==> config.mk <==
export PLATFORM = sky130hd
export DESIGN_NAME = vram_arbiter_flat
export DESIGN_NICKNAME = d
export VERILOG_FILES = /design/src/rtl/vram_arbiter_if.sv /design/src/rtl/vram_arbiter.sv /design/src/flat_wrapper.sv
export SDC_FILE = /design/constraint.sdc
export NUM_CORES = 1
export LEC_CHECK = 0
export BUFFER_PORTS_ARGS = -buffer_cell sky130_fd_sc_hd__buf_2
export CORE_MARGIN = 2
export CORE_UTILIZATION = 39
export DETAILED_ROUTE_END_ITERATION = 8
export MAX_ROUTING_LAYER = met4
export PLACE_DENSITY = 0.85
export SETUP_SLACK_MARGIN = 0.5
export SLEW_MARGIN = 20
export SYNTH_ARGS = -nofsm -noshare
export SYNTH_HDL_FRONTEND = slang
export SYNTH_SLANG_ARGS = --single-unit
==> constraint.sdc <==
create_clock -name clk -period 1.5 [get_ports clk]
set_input_delay 0.15 -clock clk [delete_from_list [all_inputs] [get_ports clk]]
set_output_delay 0.15 -clock clk [all_outputs]
set_load 0.02 [all_outputs]
==> src/rtl/vram_arbiter_if.sv <==
// Bus bundle between the bitmap VRAM arbiter and its three requesters
// (video fetch, game CPU, auxiliary port) plus the single-port RAM.
// slave  : arbiter side.
// master : requester / RAM side.
interface vram_arbiter_if #(
   parameter int AW = 15,
   parameter int DW = 8
);
   // video refresh fetch (read-only)
   logic          vid_req;
   logic [AW-1:0] vid_addr;
   logic          vid_valid;
   logic [DW-1:0] vid_rdata;

   // game CPU
   logic          cpu_req;
   logic          cpu_we;
   logic [AW-1:0] cpu_addr;
   logic [DW-1:0] cpu_wdata;
   logic          cpu_ack;
   logic [DW-1:0] cpu_rdata;

   // auxiliary port (OSD / hiscore / debug)
   logic          aux_req;
   logic          aux_we;
   logic [AW-1:0] aux_addr;
   logic [DW-1:0] aux_wdata;
   logic          aux_ack;
   logic [DW-1:0] aux_rdata;

   // single-port synchronous RAM
   logic [AW-1:0] ram_addr;
   logic          ram_we;
   logic [DW-1:0] ram_wdata;
   logic [DW-1:0] ram_rdata;

   modport slave (
      input  vid_req, vid_addr,
      input  cpu_req, cpu_we, cpu_addr, cpu_wdata,
      input  aux_req, aux_we, aux_addr, aux_wdata,
      input  ram_rdata,
      output vid_valid, vid_rdata,
      output cpu_ack, cpu_rdata,
      output aux_ack, aux_rdata,
      output ram_addr, ram_we, ram_wdata
   );

   modport master (
      output vid_req, vid_addr,
      output cpu_req, cpu_we, cpu_addr, cpu_wdata,
      output aux_req, aux_we, aux_addr, aux_wdata,
      output ram_rdata,
      input  vid_valid, vid_rdata,
      input  cpu_ack, cpu_rdata,
      input  aux_ack, aux_rdata,
      input  ram_addr, ram_we, ram_wdata
   );
endinterface

==> src/rtl/vram_arbiter.sv <==
// Crystal Castles bitmap VRAM arbiter.
// Each cycle the single-port RAM goes to one requester: video always wins,
// then CPU or aux. The owner of the access is registered, and the owner sees
// a one-cycle ack/valid the next cycle with rdata taken straight from the RAM.
// Build option: define VRAM_ARB_RR_EN for round-robin CPU/aux arbitration;
// when it is left undefined the CPU has fixed priority over aux.
module vram_arbiter #(
   parameter int AW = 15,
   parameter int DW = 8
) (
   input  logic           clk,
   input  logic           reset_n,
   vram_arbiter_if.slave  bus
);

   typedef enum logic [1:0] {
      OWN_NONE,
      OWN_VID,
      OWN_CPU,
      OWN_AUX
   } owner_e;

   owner_e        grant;
   owner_e        owner;
   logic          cpu_busy;
   logic          aux_busy;
   logic          cpu_elig;
   logic          aux_elig;
   logic          vid_ack;
   logic          cpu_ack;
   logic          aux_ack;
   logic [AW-1:0] sel_addr;
   logic          sel_we;
   logic [DW-1:0] sel_wdata;
   logic [DW-1:0] vid_rdata_q;
   logic [DW-1:0] cpu_rdata_q;
   logic [DW-1:0] aux_rdata_q;

`ifdef VRAM_ARB_RR_EN
   typedef enum logic {
      LG_CPU,
      LG_AUX
   } last_e;

   last_e last_grant;
`endif

   // A port with its ack still outstanding cannot be granted again.
   assign cpu_elig = bus.cpu_req & ~cpu_busy;
   assign aux_elig = bus.aux_req & ~aux_busy;

   // Choose this cycle's owner: video first, then CPU/aux.
   always_comb begin
      // NOTE: every output of a combinational block gets a default first;
      // a path that skips an assignment would otherwise infer a latch.
      grant = OWN_NONE;
      if (reset_n) begin
         if (bus.vid_req) begin
            grant = OWN_VID;
         end
`ifdef VRAM_ARB_RR_EN
         else if (cpu_elig && aux_elig) begin
            // tie goes to whichever port was not served last
            if (last_grant == LG_AUX) grant = OWN_CPU;
            else                      grant = OWN_AUX;
         end
`endif
         else if (cpu_elig) begin
            grant = OWN_CPU;
         end
         else if (aux_elig) begin
            grant = OWN_AUX;
         end
      end
   end

   // Steer the granted port onto the RAM; idle cycles drive all zeros.
   always_comb begin
      sel_addr  = '0;
      sel_we    = 1'b0;
      sel_wdata = '0;
      case (grant)
         OWN_VID: begin
            sel_addr = bus.vid_addr;
         end
         OWN_CPU: begin
            sel_addr  = bus.cpu_addr;
            sel_we    = bus.cpu_we;
            sel_wdata = bus.cpu_wdata;
         end
         OWN_AUX: begin
            sel_addr  = bus.aux_addr;
            sel_we    = bus.aux_we;
            sel_wdata = bus.aux_wdata;
         end
         default: ;
      endcase
   end

   assign bus.ram_addr  = sel_addr;
   // grant is already NONE in reset; the extra gate keeps the strobe safe
   assign bus.ram_we    = sel_we & reset_n;
   assign bus.ram_wdata = sel_wdata;

   // Acks follow the registered owner; reset drops any pending one at once.
   assign vid_ack = reset_n & (owner == OWN_VID);
   assign cpu_ack = reset_n & (owner == OWN_CPU);
   assign aux_ack = reset_n & (owner == OWN_AUX);

   assign bus.vid_valid = vid_ack;
   assign bus.cpu_ack   = cpu_ack;
   assign bus.aux_ack   = aux_ack;

   // The acked port sees live RAM data; the others show their last read.
   assign bus.vid_rdata = vid_ack ? bus.ram_rdata : vid_rdata_q;
   assign bus.cpu_rdata = cpu_ack ? bus.ram_rdata : cpu_rdata_q;
   assign bus.aux_rdata = aux_ack ? bus.ram_rdata : aux_rdata_q;

   // Owner FSM, busy flags, rdata holding registers and round-robin state.
   always_ff @(posedge clk) begin
      // NOTE: sequential state uses non-blocking assignments so every
      // register samples pre-edge values regardless of statement order.
      if (!reset_n) begin
         owner       <= OWN_NONE;
         cpu_busy    <= 1'b0;
         aux_busy    <= 1'b0;
         vid_rdata_q <= '0;
         cpu_rdata_q <= '0;
         aux_rdata_q <= '0;
`ifdef VRAM_ARB_RR_EN
         last_grant  <= LG_AUX;
`endif
      end else begin
         owner <= grant;

         if (grant == OWN_CPU) cpu_busy <= 1'b1;
         else if (cpu_ack)     cpu_busy <= 1'b0;

         if (grant == OWN_AUX) aux_busy <= 1'b1;
         else if (aux_ack)     aux_busy <= 1'b0;

         if (vid_ack) vid_rdata_q <= bus.ram_rdata;
         if (cpu_ack) cpu_rdata_q <= bus.ram_rdata;
         if (aux_ack) aux_rdata_q <= bus.ram_rdata;

`ifdef VRAM_ARB_RR_EN
         if (grant == OWN_CPU)      last_grant <= LG_CPU;
         else if (grant == OWN_AUX) last_grant <= LG_AUX;
`endif
      end
   end

endmodule

==> src/flat_wrapper.sv <==
// flat-port wrapper written by rule: the top's interface ports become plain ports
module vram_arbiter_flat 
#(
   parameter int AW = 15,
   parameter int DW = 8
)
  (clk, reset_n, bus_vid_req, bus_vid_addr, bus_cpu_req, bus_cpu_we, bus_cpu_addr, bus_cpu_wdata, bus_aux_req, bus_aux_we, bus_aux_addr, bus_aux_wdata, bus_ram_rdata, bus_vid_valid, bus_vid_rdata, bus_cpu_ack, bus_cpu_rdata, bus_aux_ack, bus_aux_rdata, bus_ram_addr, bus_ram_we, bus_ram_wdata);
  vram_arbiter_if #(.AW(AW), .DW(DW)) bus_i ();
  input  logic clk;
  input  logic reset_n;
  input wire logic [$bits(bus_i.vid_req)-1:0] bus_vid_req;
  input wire logic [$bits(bus_i.vid_addr)-1:0] bus_vid_addr;
  input wire logic [$bits(bus_i.cpu_req)-1:0] bus_cpu_req;
  input wire logic [$bits(bus_i.cpu_we)-1:0] bus_cpu_we;
  input wire logic [$bits(bus_i.cpu_addr)-1:0] bus_cpu_addr;
  input wire logic [$bits(bus_i.cpu_wdata)-1:0] bus_cpu_wdata;
  input wire logic [$bits(bus_i.aux_req)-1:0] bus_aux_req;
  input wire logic [$bits(bus_i.aux_we)-1:0] bus_aux_we;
  input wire logic [$bits(bus_i.aux_addr)-1:0] bus_aux_addr;
  input wire logic [$bits(bus_i.aux_wdata)-1:0] bus_aux_wdata;
  input wire logic [$bits(bus_i.ram_rdata)-1:0] bus_ram_rdata;
  output wire logic [$bits(bus_i.vid_valid)-1:0] bus_vid_valid;
  output wire logic [$bits(bus_i.vid_rdata)-1:0] bus_vid_rdata;
  output wire logic [$bits(bus_i.cpu_ack)-1:0] bus_cpu_ack;
  output wire logic [$bits(bus_i.cpu_rdata)-1:0] bus_cpu_rdata;
  output wire logic [$bits(bus_i.aux_ack)-1:0] bus_aux_ack;
  output wire logic [$bits(bus_i.aux_rdata)-1:0] bus_aux_rdata;
  output wire logic [$bits(bus_i.ram_addr)-1:0] bus_ram_addr;
  output wire logic [$bits(bus_i.ram_we)-1:0] bus_ram_we;
  output wire logic [$bits(bus_i.ram_wdata)-1:0] bus_ram_wdata;
  assign bus_i.vid_req = bus_vid_req;
  assign bus_i.vid_addr = bus_vid_addr;
  assign bus_i.cpu_req = bus_cpu_req;
  assign bus_i.cpu_we = bus_cpu_we;
  assign bus_i.cpu_addr = bus_cpu_addr;
  assign bus_i.cpu_wdata = bus_cpu_wdata;
  assign bus_i.aux_req = bus_aux_req;
  assign bus_i.aux_we = bus_aux_we;
  assign bus_i.aux_addr = bus_aux_addr;
  assign bus_i.aux_wdata = bus_aux_wdata;
  assign bus_i.ram_rdata = bus_ram_rdata;
  assign bus_vid_valid = bus_i.vid_valid;
  assign bus_vid_rdata = bus_i.vid_rdata;
  assign bus_cpu_ack = bus_i.cpu_ack;
  assign bus_cpu_rdata = bus_i.cpu_rdata;
  assign bus_aux_ack = bus_i.aux_ack;
  assign bus_aux_rdata = bus_i.aux_rdata;
  assign bus_ram_addr = bus_i.ram_addr;
  assign bus_ram_we = bus_i.ram_we;
  assign bus_ram_wdata = bus_i.ram_wdata;
  vram_arbiter #(.AW(AW), .DW(DW)) u_core (.clk(clk), .reset_n(reset_n), .bus(bus_i));
endmodule
Yosys cells after proc, flatten, opt, wreduce, memory -nomap -nowiden --
Index checks and enable logic that the tools add are counted.
Operators by class: equal/unequal tests 6, mux-type cells 14, bitwise gates (word level) 8, reductions and logical operators 2
Operators with widths (number):
- 15-bit case mux with 3 select lines | 1
- 8-bit 2-to-1 mux | 3
- 8-bit case mux with 2 select lines | 1
- 2-bit equality test, second input constant | 4
- 2-bit 2-to-1 mux | 4
- 1-bit bitwise AND | 6
- 2-bit by 1-bit equality test with 1-bit output, second input constant | 2
- 1-bit 2-to-1 mux | 4
- 2-bit nonzero test | 2
- 1-bit NOT | 2
- 1-bit case mux with 2 select lines | 1
Word-level totals: register bits after elaboration 28, bits of input ports 76, output and inout bits 51

Longest topological paths before layout --
Gate-level depths: netlist of the first run.
depth after elaboration 9, depth in mapped cells 5, depth with buffers taken out 3

Worst setup path before layout of the first run --
No wires, ideal clock.
path kind register to output, start register u_core.cpu_busy, end output bus_ram_addr[11], arrival time 1.202 ns, data required time 1.350 ns, setup slack 0.148 ns, cell stages (with the launch flop) 5, cell sequence dfxtp_1 -> nor2b_1 -> nor3_2 -> buf_2 -> a221o_1
Between the ends: longest elaborated chain between the ends 7
Ends and longest elaborated chain:
- start, declared | line vram_arbiter.sv:25 | logic cpu_busy;
- start signal, assigned | line vram_arbiter.sv:125 | cpu_busy <= 1'b0;
- start signal, assigned | line vram_arbiter.sv:136 | if (grant == OWN_CPU) cpu_busy <= 1'b1;
- start signal, assigned | line vram_arbiter.sv:137 | else if (cpu_ack) cpu_busy <= 1'b0;
- 1-bit NOT * | line vram_arbiter.sv:49 | assign cpu_elig = bus.cpu_req & ~cpu_busy;
- 1-bit bitwise AND * | line vram_arbiter.sv:49
- 2-bit 2-to-1 mux * | line vram_arbiter.sv:68 | else if (cpu_elig) begin
- 2-bit 2-to-1 mux * | line vram_arbiter.sv:58 | if (bus.vid_req) begin
- 2-bit 2-to-1 mux * | line vram_arbiter.sv:57 | if (reset_n) begin
- 2-bit equality test / 2-bit by 1-bit equality test with 1-bit output (equally long branches) | line vram_arbiter.sv:82 | case (grant)
- 15-bit case mux with 3 select lines * | line vram_arbiter.sv:82
- end, declared | line flat_wrapper.sv:28 | output wire logic [$bits(bus_i.ram_addr)-1:0] bus_ram_addr;
Mark *: on every way between the ends. The rest lies on a longest branch, timed or not.

Final worst setup path of the first run --
start register u_core.owner[0], end output bus_cpu_rdata[2]
Between the ends: longest elaborated chain between the ends 3
Ends and longest elaborated chain:
- start, declared | line vram_arbiter.sv:24 | owner_e owner;
- start signal, assigned | line vram_arbiter.sv:134 | owner <= grant;
- 2-bit equality test | line vram_arbiter.sv:107 | assign cpu_ack = reset_n & (owner == OWN_CPU);
- 1-bit bitwise AND | line vram_arbiter.sv:107
- 8-bit 2-to-1 mux
- end, declared | line flat_wrapper.sv:25 | output wire logic [$bits(bus_i.cpu_rdata)-1:0] bus_cpu_rdata;
Every way passes these cells.

==> impl_metrics.ini, run 1 <==
[yosys]
synth_top_flop_cell = dfxtp_1
synth_edf_count = 0
synth_area_per_cell_um2 = 10.3
yosysMostFrequentCell = dfxtp_1
syn_inst = 151
synth_largest_area_cell = dfxtp_1
synth_area_leaders = dfxtp_1 (36%), mux2_2 (12%), a221o_1 (9.7%), and2_1 (9.7%), mux2_4 (7.7%)
synth_warnings = 0
async_reset_ff_share_pct = 0
synth_cell_type_count = 24
ys_seq_area_share_pct = 36.0
ys_top_cells_by_count = dfxtp_1 (28), and2_1 (24), mux2_2 (16)
ys_ff_latch = 28
synthesis.nets = 227
synth_area_um2 = 1560
yosysTopAreaCellShare_pct = 36.0

[run]
maxCapViolations = 0

[hold_path]
hold_start = bus_aux_req
hold_path.class = in2reg

[critical_path]
reg2reg_from = u_core.owner[0]$_SDFF_PN0_
startpoint = u_core.owner[0]$_SDFF_PN0_
slowest_stage = dfxtp_4
end_kind = output pin
crit_fanout = 5
path_common_cell = buf_6
cp.arrival_ns = 1.57
cp.buffers_inverters = 2
crit_type = reg2out
critPathRequiredTime_ns = 1.35
start_kind = register
crit_chain = nand3b_1, buf_6, mux2_4, buf_6
slowest_delay_ns = 0.36
cpLargestDelayFamily = flip-flops

[clock_tree]
cts_root_buf = clkbuf_8
clock_latency_ns = 0.28
cts_max_level = 1
cts-buffers-inserted = 3
postCtsHoldBufs = 0
clock_path_buffers = 2
clkTransAtPathRegs_ns = 0.09
clock-sinks = 28
cts_tree = yes

[floorplanning]
top_level_ports = 127
die_w_um = 67.2
core_um2 = 3740
dieArea_um2 = 4510
dieHeight_um = 67.2
initial_core_util_pct = 41.5
rows = 22

[sta]
timing.final.crit_period_ns = 1.72
hold_viol_final = 0
setup_viol = 47
min_period_over_period_pct = 114
setup_slack_ns = -0.217
tightest_slew_ns = 0.290
slew_viol_final = 0
rsz0062_at_grt = yes
finClkSkew_ns = 0.00143
max_freq_mhz = 582
finalSetupTns_ns = -6.61
maxSlewHeadroom_pct = 80.6

[pwr]
ir_drop_mv = 0.645
powerDensity_nw_per_um2 = 637
p_leak_uw = 0.00169

[drt]
ant_nets = 0
drt_iter0_drc = 68
firstDrtPassIters = 4
vias = 1890
routedWlPerCell_um = 19.0
wl_mm = 6.75
viasPerCell = 5.31
remaining_drc_errors = 0

[cells_and_area]
n_antenna_cell = 0
layout.nets = 385
drive_gt1_share_pct = 76.3
syn2layout_area_growth_pct = 107

[global_routing]
antenna_found_initial = 0
track_usage_pct = 26.3
gr-total-overflow = 0
first_global_vias = 1844
grt_max_degree = 22
grt_pass1_wl_mm = 8.68

[placement]
pre_cts_ws_ns = 0.112
dp_hpwl_mm = 3.80
numPortBuffers = 126
routabilityCongestion = 0.781

[outcome]
violations = setup timing
status = finished with violations
## worst reg2reg max path, cell delays in order, from the launching register on
cell and delay, ns:
dfxtp_4 0.36, buf_6 0.11, buf_6 0.12, nand3b_4 0.14
mux2_4 0.34, buf_6 0.12, buf_6 0.11, and2_4 0.12
## area by class of cell
cell class	instances	area, µm²
tap	48	60.1
clock buffer	4	66.3
multi-input combinational	111	1170
fill	190	522
inverter	3	13.8
sequential	28	573
timing repair buffer	162	1340
## cells by family (layout without fill, tap and decap cells)
group | Yosys count | count (layout) | share of synthesized area [%]
buf+inv | 14 | 169 | 4.43
compound gates | 28 | 28 | 15.5
flops | 28 | 28 | 36.0
simple gates | 57 | 59 | 24.7
mux | 24 | 24 | 19.3
## final timing paths
| check | depth (start not counted) | endpoint | slack (ns) |
|---|---|---|---|
| setup / recovery | 4 | bus_cpu_rdata[2] | -0.22 |
| hold / removal | 3 | u_core.owner[1]$_SDFF_PN0_ | 0.16 |
| setup reg to reg | 7 | u_core.vid_rdata_q[0]$_SDFF_PN0_ | 0 |
| hold reg to reg | 1 | u_core.aux_busy$_SDFFE_PN0P_ | 0.53 |
## cell usage in the layout, fill, tap and decap left out, types with 3 or more instances in the layout
cell type | netlist | final
nand3_4 | 1 | 3
dfxtp_4 | 0 | 3
and3_1 | 15 | 15
buf_2 | 4 | 75
and2_1 | 24 | 6
a221o_1 | 15 | 15
dfxtp_1 | 28 | 24
nand2_1 | 3 | 3
clkbuf_8 | 0 | 3
a21oi_4 | 0 | 3
buf_4 | 1 | 12
mux2_4 | 8 | 24
a22o_1 | 6 | 6
buf_6 | 1 | 72
and2_4 | 0 | 18
## through the flow
step	std cells	util (%)	cell area, µm²	power [µW]	hold slack [ns]
after floorplan	151	-	1690	1090	0.306
after global placement	324	64.3	2410	1290	0.454
after detailed placement	324	64.3	2410	1300	0.460
after CTS	345	80.2	3000	1960	0.166
after global routing	356	86.1	3220	2130	0.162
final	356	86.1	3220	2050	0.163
## sequential cells by signal, summed over array words and instances (netlist names)
register	cells
u_core.aux_busy	1
u_core.aux_rdata_q	8
u_core.cpu_busy	1
u_core.cpu_rdata_q	8
u_core.owner	2
u_core.vid_rdata_q	8
## per-layer routing
| layer | track usage [%] | part of all wire [%] | up-vias |
|---|---|---|---|
| li1 | - | - | 873 |
| met1 | 29.5 | 38 | 909 |
| met2 | 47.4 | 54 | 90 |
| met3 | 4.83 | 5.3 | 18 |
| met4 | 7.65 | 2.9 | 0 |
| met5 | - | 0 | - |
## power breakdown
group,internal (µW),switching [µW],leakage (µW),total (µW)
registers,765,15.8,0.000230,781
clock network,291,241,0.0000339,532
logic,407,334,0.00142,741
## repair_timing
item / in CTS / in global routing
gates resized for setup: 127 / 34
endpoints found under the setup margin: 76 / 78
gates cloned: 3 / 1
buffers inserted: 14 / 10
pin swaps: 4 / 7
endpoints found under the hold margin: 0 / 0
Power figures use the tool's default switching activity.
==> run 2, diff against run 1 <==
Settings changed: BUFFER_PORTS_ARGS -buffer_cell sky130_fd_sc_hd__buf_2 to -buffer_cell sky130_fd_sc_hd__buf_4, CELL_PAD_IN_SITES_DETAIL_PLACEMENT set to 1, CELL_PAD_IN_SITES_GLOBAL_PLACEMENT set to 1, CORE_UTILIZATION 39 to 27, PLACE_DENSITY 0.85 to 0.86.
==> run 2 against run 1 <==
Net effect:
- the flow still finishes with violations (setup timing)
- total power about the same
- register-to-register slack worse by 0.06 ns
- worst hold slack better by 0.037 ns
- clock power down 7.5%
- clock skew up 0.0093 ns
- sequential share of layout area down 0.66 points
- combinational power up 5.4%
- fmax up 0.48%
- sequential power about the same
- wire length up 23%
- utilization down 26 points
- count of clock-buffer cells in the layout unchanged
==> impl_metrics.ini, run 2 (same netlist as run 1, synthesis figures left out) <==
[critical_path]
crit_fanout = 21
start_kind = register
cpLargestDelayFamily = simple AND/OR/NAND/NOR gates
end_kind = output pin
cp.arrival_ns = 1.56
slowest_stage = dfxtp_2
crit_type = reg2out
critPathRequiredTime_ns = 1.35
crit_chain = nand2b_4, nor3_4, buf_12, a221o_1, buf_6
slowest_delay_ns = 0.36
cp.buffers_inverters = 2

[global_routing]
grt_use_met2_pct = 43.3
grt_pass1_wl_mm = 11.1
track_usage_pct = 23.1
use_met1_pct = 25.0
gr-total-overflow = 0
grt_max_degree = 30
first_global_vias = 1970
grt_util_met3_pct = 4.30
antenna_found_initial = 0
busiest_layer = met2

[pwr]
p_leak_uw = 0.00172
clock_power_share_pct = 23.9
swShare_pct = 29.7
p_seq_share_pct = 38.0
p_comb_share_pct = 38.0
p_sw_uw = 609
ir_drop_mv = 0.854
p_int_uw = 1440
powerDensity_nw_per_um2 = 614

[sta]
maxSlewHeadroom_pct = 80.0
setup_viol = 49
tightest_slew_ns = 0.300
slew_viol_final = 0
hold_viol_final = 0
timing.final.crit_period_ns = 1.71
finClkSkew_ns = 0.0108
min_period_over_period_pct = 114
rsz0062_at_grt = yes
setup_slack_ns = -0.209
max_freq_mhz = 585
holdWs_ns = 0.200

[floorplanning]
dieHeight_um = 79.9
dieArea_um2 = 6380
die_w_um = 79.9
rows = 27
top_level_ports = 127
initial_core_util_pct = 28.1
core_um2 = 5540

[cells_and_area]
stdcell_area_um2 = 3350
n_antenna_cell = 0
syn2layout_area_growth_pct = 115
most-common-layout-cells = buf_4 (88), buf_6 (69), mux2_4 (24), and2_4 (24), dfxtp_1 (24)
drive_gt1_share_pct = 77.6
final_core_util_pct = 60.4
reg_top3 = u_core.aux_rdata_q (8), u_core.cpu_rdata_q (8), u_core.vid_rdata_q (8)
fill_cells = 591
layout_commonest_cell = buf_4
layout.nets = 381

[outcome]
status = finished with violations
violations = setup timing

[clock_tree]
clkTransAtPathRegs_ns = 0.11
cts_tree = yes
clock_latency_ns = 0.28
cts-buffers-inserted = 3
clock-sinks = 28
cts_root_buf = clkbuf_8
clock_path_buffers = 2
cts_max_level = 1
postCtsHoldBufs = 0

[drt]
vias = 1895
firstDrtPassIters = 4
routedWlPerCell_um = 22.1
remaining_drc_errors = 0
drt_iter0_drc = 78
ant_nets = 0
wl_mm = 8.29
viasPerCell = 5.04

[hold_path]
hold_path.class = in2reg

[placement]
dp_hpwl_mm = 4.82
place_area_um2 = 2730
numPortBuffers = 126
routabilityCongestion = 0.845
pre_cts_ws_ns = 0.0419

[run]
maxCapViolations = 0
## run 2: cell count changes in the layout (fill, tap and decap cells not counted), sizes merged
cell / before / now
buf: 161 / 158
clkbuf: 5 / 4
## run 2: path summary, 6_finish.rpt
path                                     start                               end  slack (ns)  cells past startpoint
setup / recovery  u_core.aux_busy$_SDFFE_PN0P_                   bus_ram_addr[3]       -0.21                      5
setup reg to reg    u_core.owner[0]$_SDFF_PN0_  u_core.cpu_rdata_q[1]$_SDFF_PN0_       -0.06                      6
hold reg to reg   u_core.aux_busy$_SDFFE_PN0P_      u_core.aux_busy$_SDFFE_PN0P_        0.57                      1
hold / removal                     bus_aux_req        u_core.owner[1]$_SDFF_PN0_        0.20                      3
## run 2: timing repair
action / in CTS / in global routing
hold endpoints to repair: 0 / 0
setup buffers: 12 / 12
resized for setup: 79 / 29
gates cloned: 2 / 0
pin swaps: 3 / 2
setup endpoints to repair: 76 / 78
## run 2: layout make-up
| cell class | instances | area (µm²) | share of cell area [%] |
|---|---|---|---|
| Timing Repair Buffer | 158 | 1460 | 43.6 |
| Tap cell | 72 | 90.1 | 2.69 |
| Inverter | 3 | 11.3 | 0.337 |
| Multi-Input combinational cell | 111 | 1160 | 34.6 |
| Clock buffer | 4 | 55.1 | 1.65 |
| Sequential cell | 28 | 573 | 17.1 |
## run 2: per-layer routing
layer	part of all wire [%]	up-vias	routed length [µm]
met3	4.5	10	376
met5	0	-	0
met1	37	945	3060
li1	-	863	-
met4	1.3	0	106
met2	57	77	4750
## run 2: metrics by stage
step | TNS, ns | std cells | total power (µW)
floorplan | 0 | 151 | 1090
global placement | 0 | 346 | 1380
detailed placement | 0 | 346 | 1400
CTS | -4.47 | 364 | 1960
global route | -8.88 | 376 | 2130
finish | -6.58 | 376 | 2050
## run 2: power by group through the flow
stage | clock, µW | sequential [µW] | combinational (µW)
CTS | 475 | 779 | 709
floorplan | 0 | 793 | 295
finish | 492 | 781 | 781
global route | 530 | 783 | 817
global placement | 0 | 794 | 586
detailed placement | 0 | 797 | 601
## run 2: tightest hold or removal path, cell delays in order
cell and delay (ns):
buf_4 0.12, nand2b_4 0.08, a21oi_1 0.08
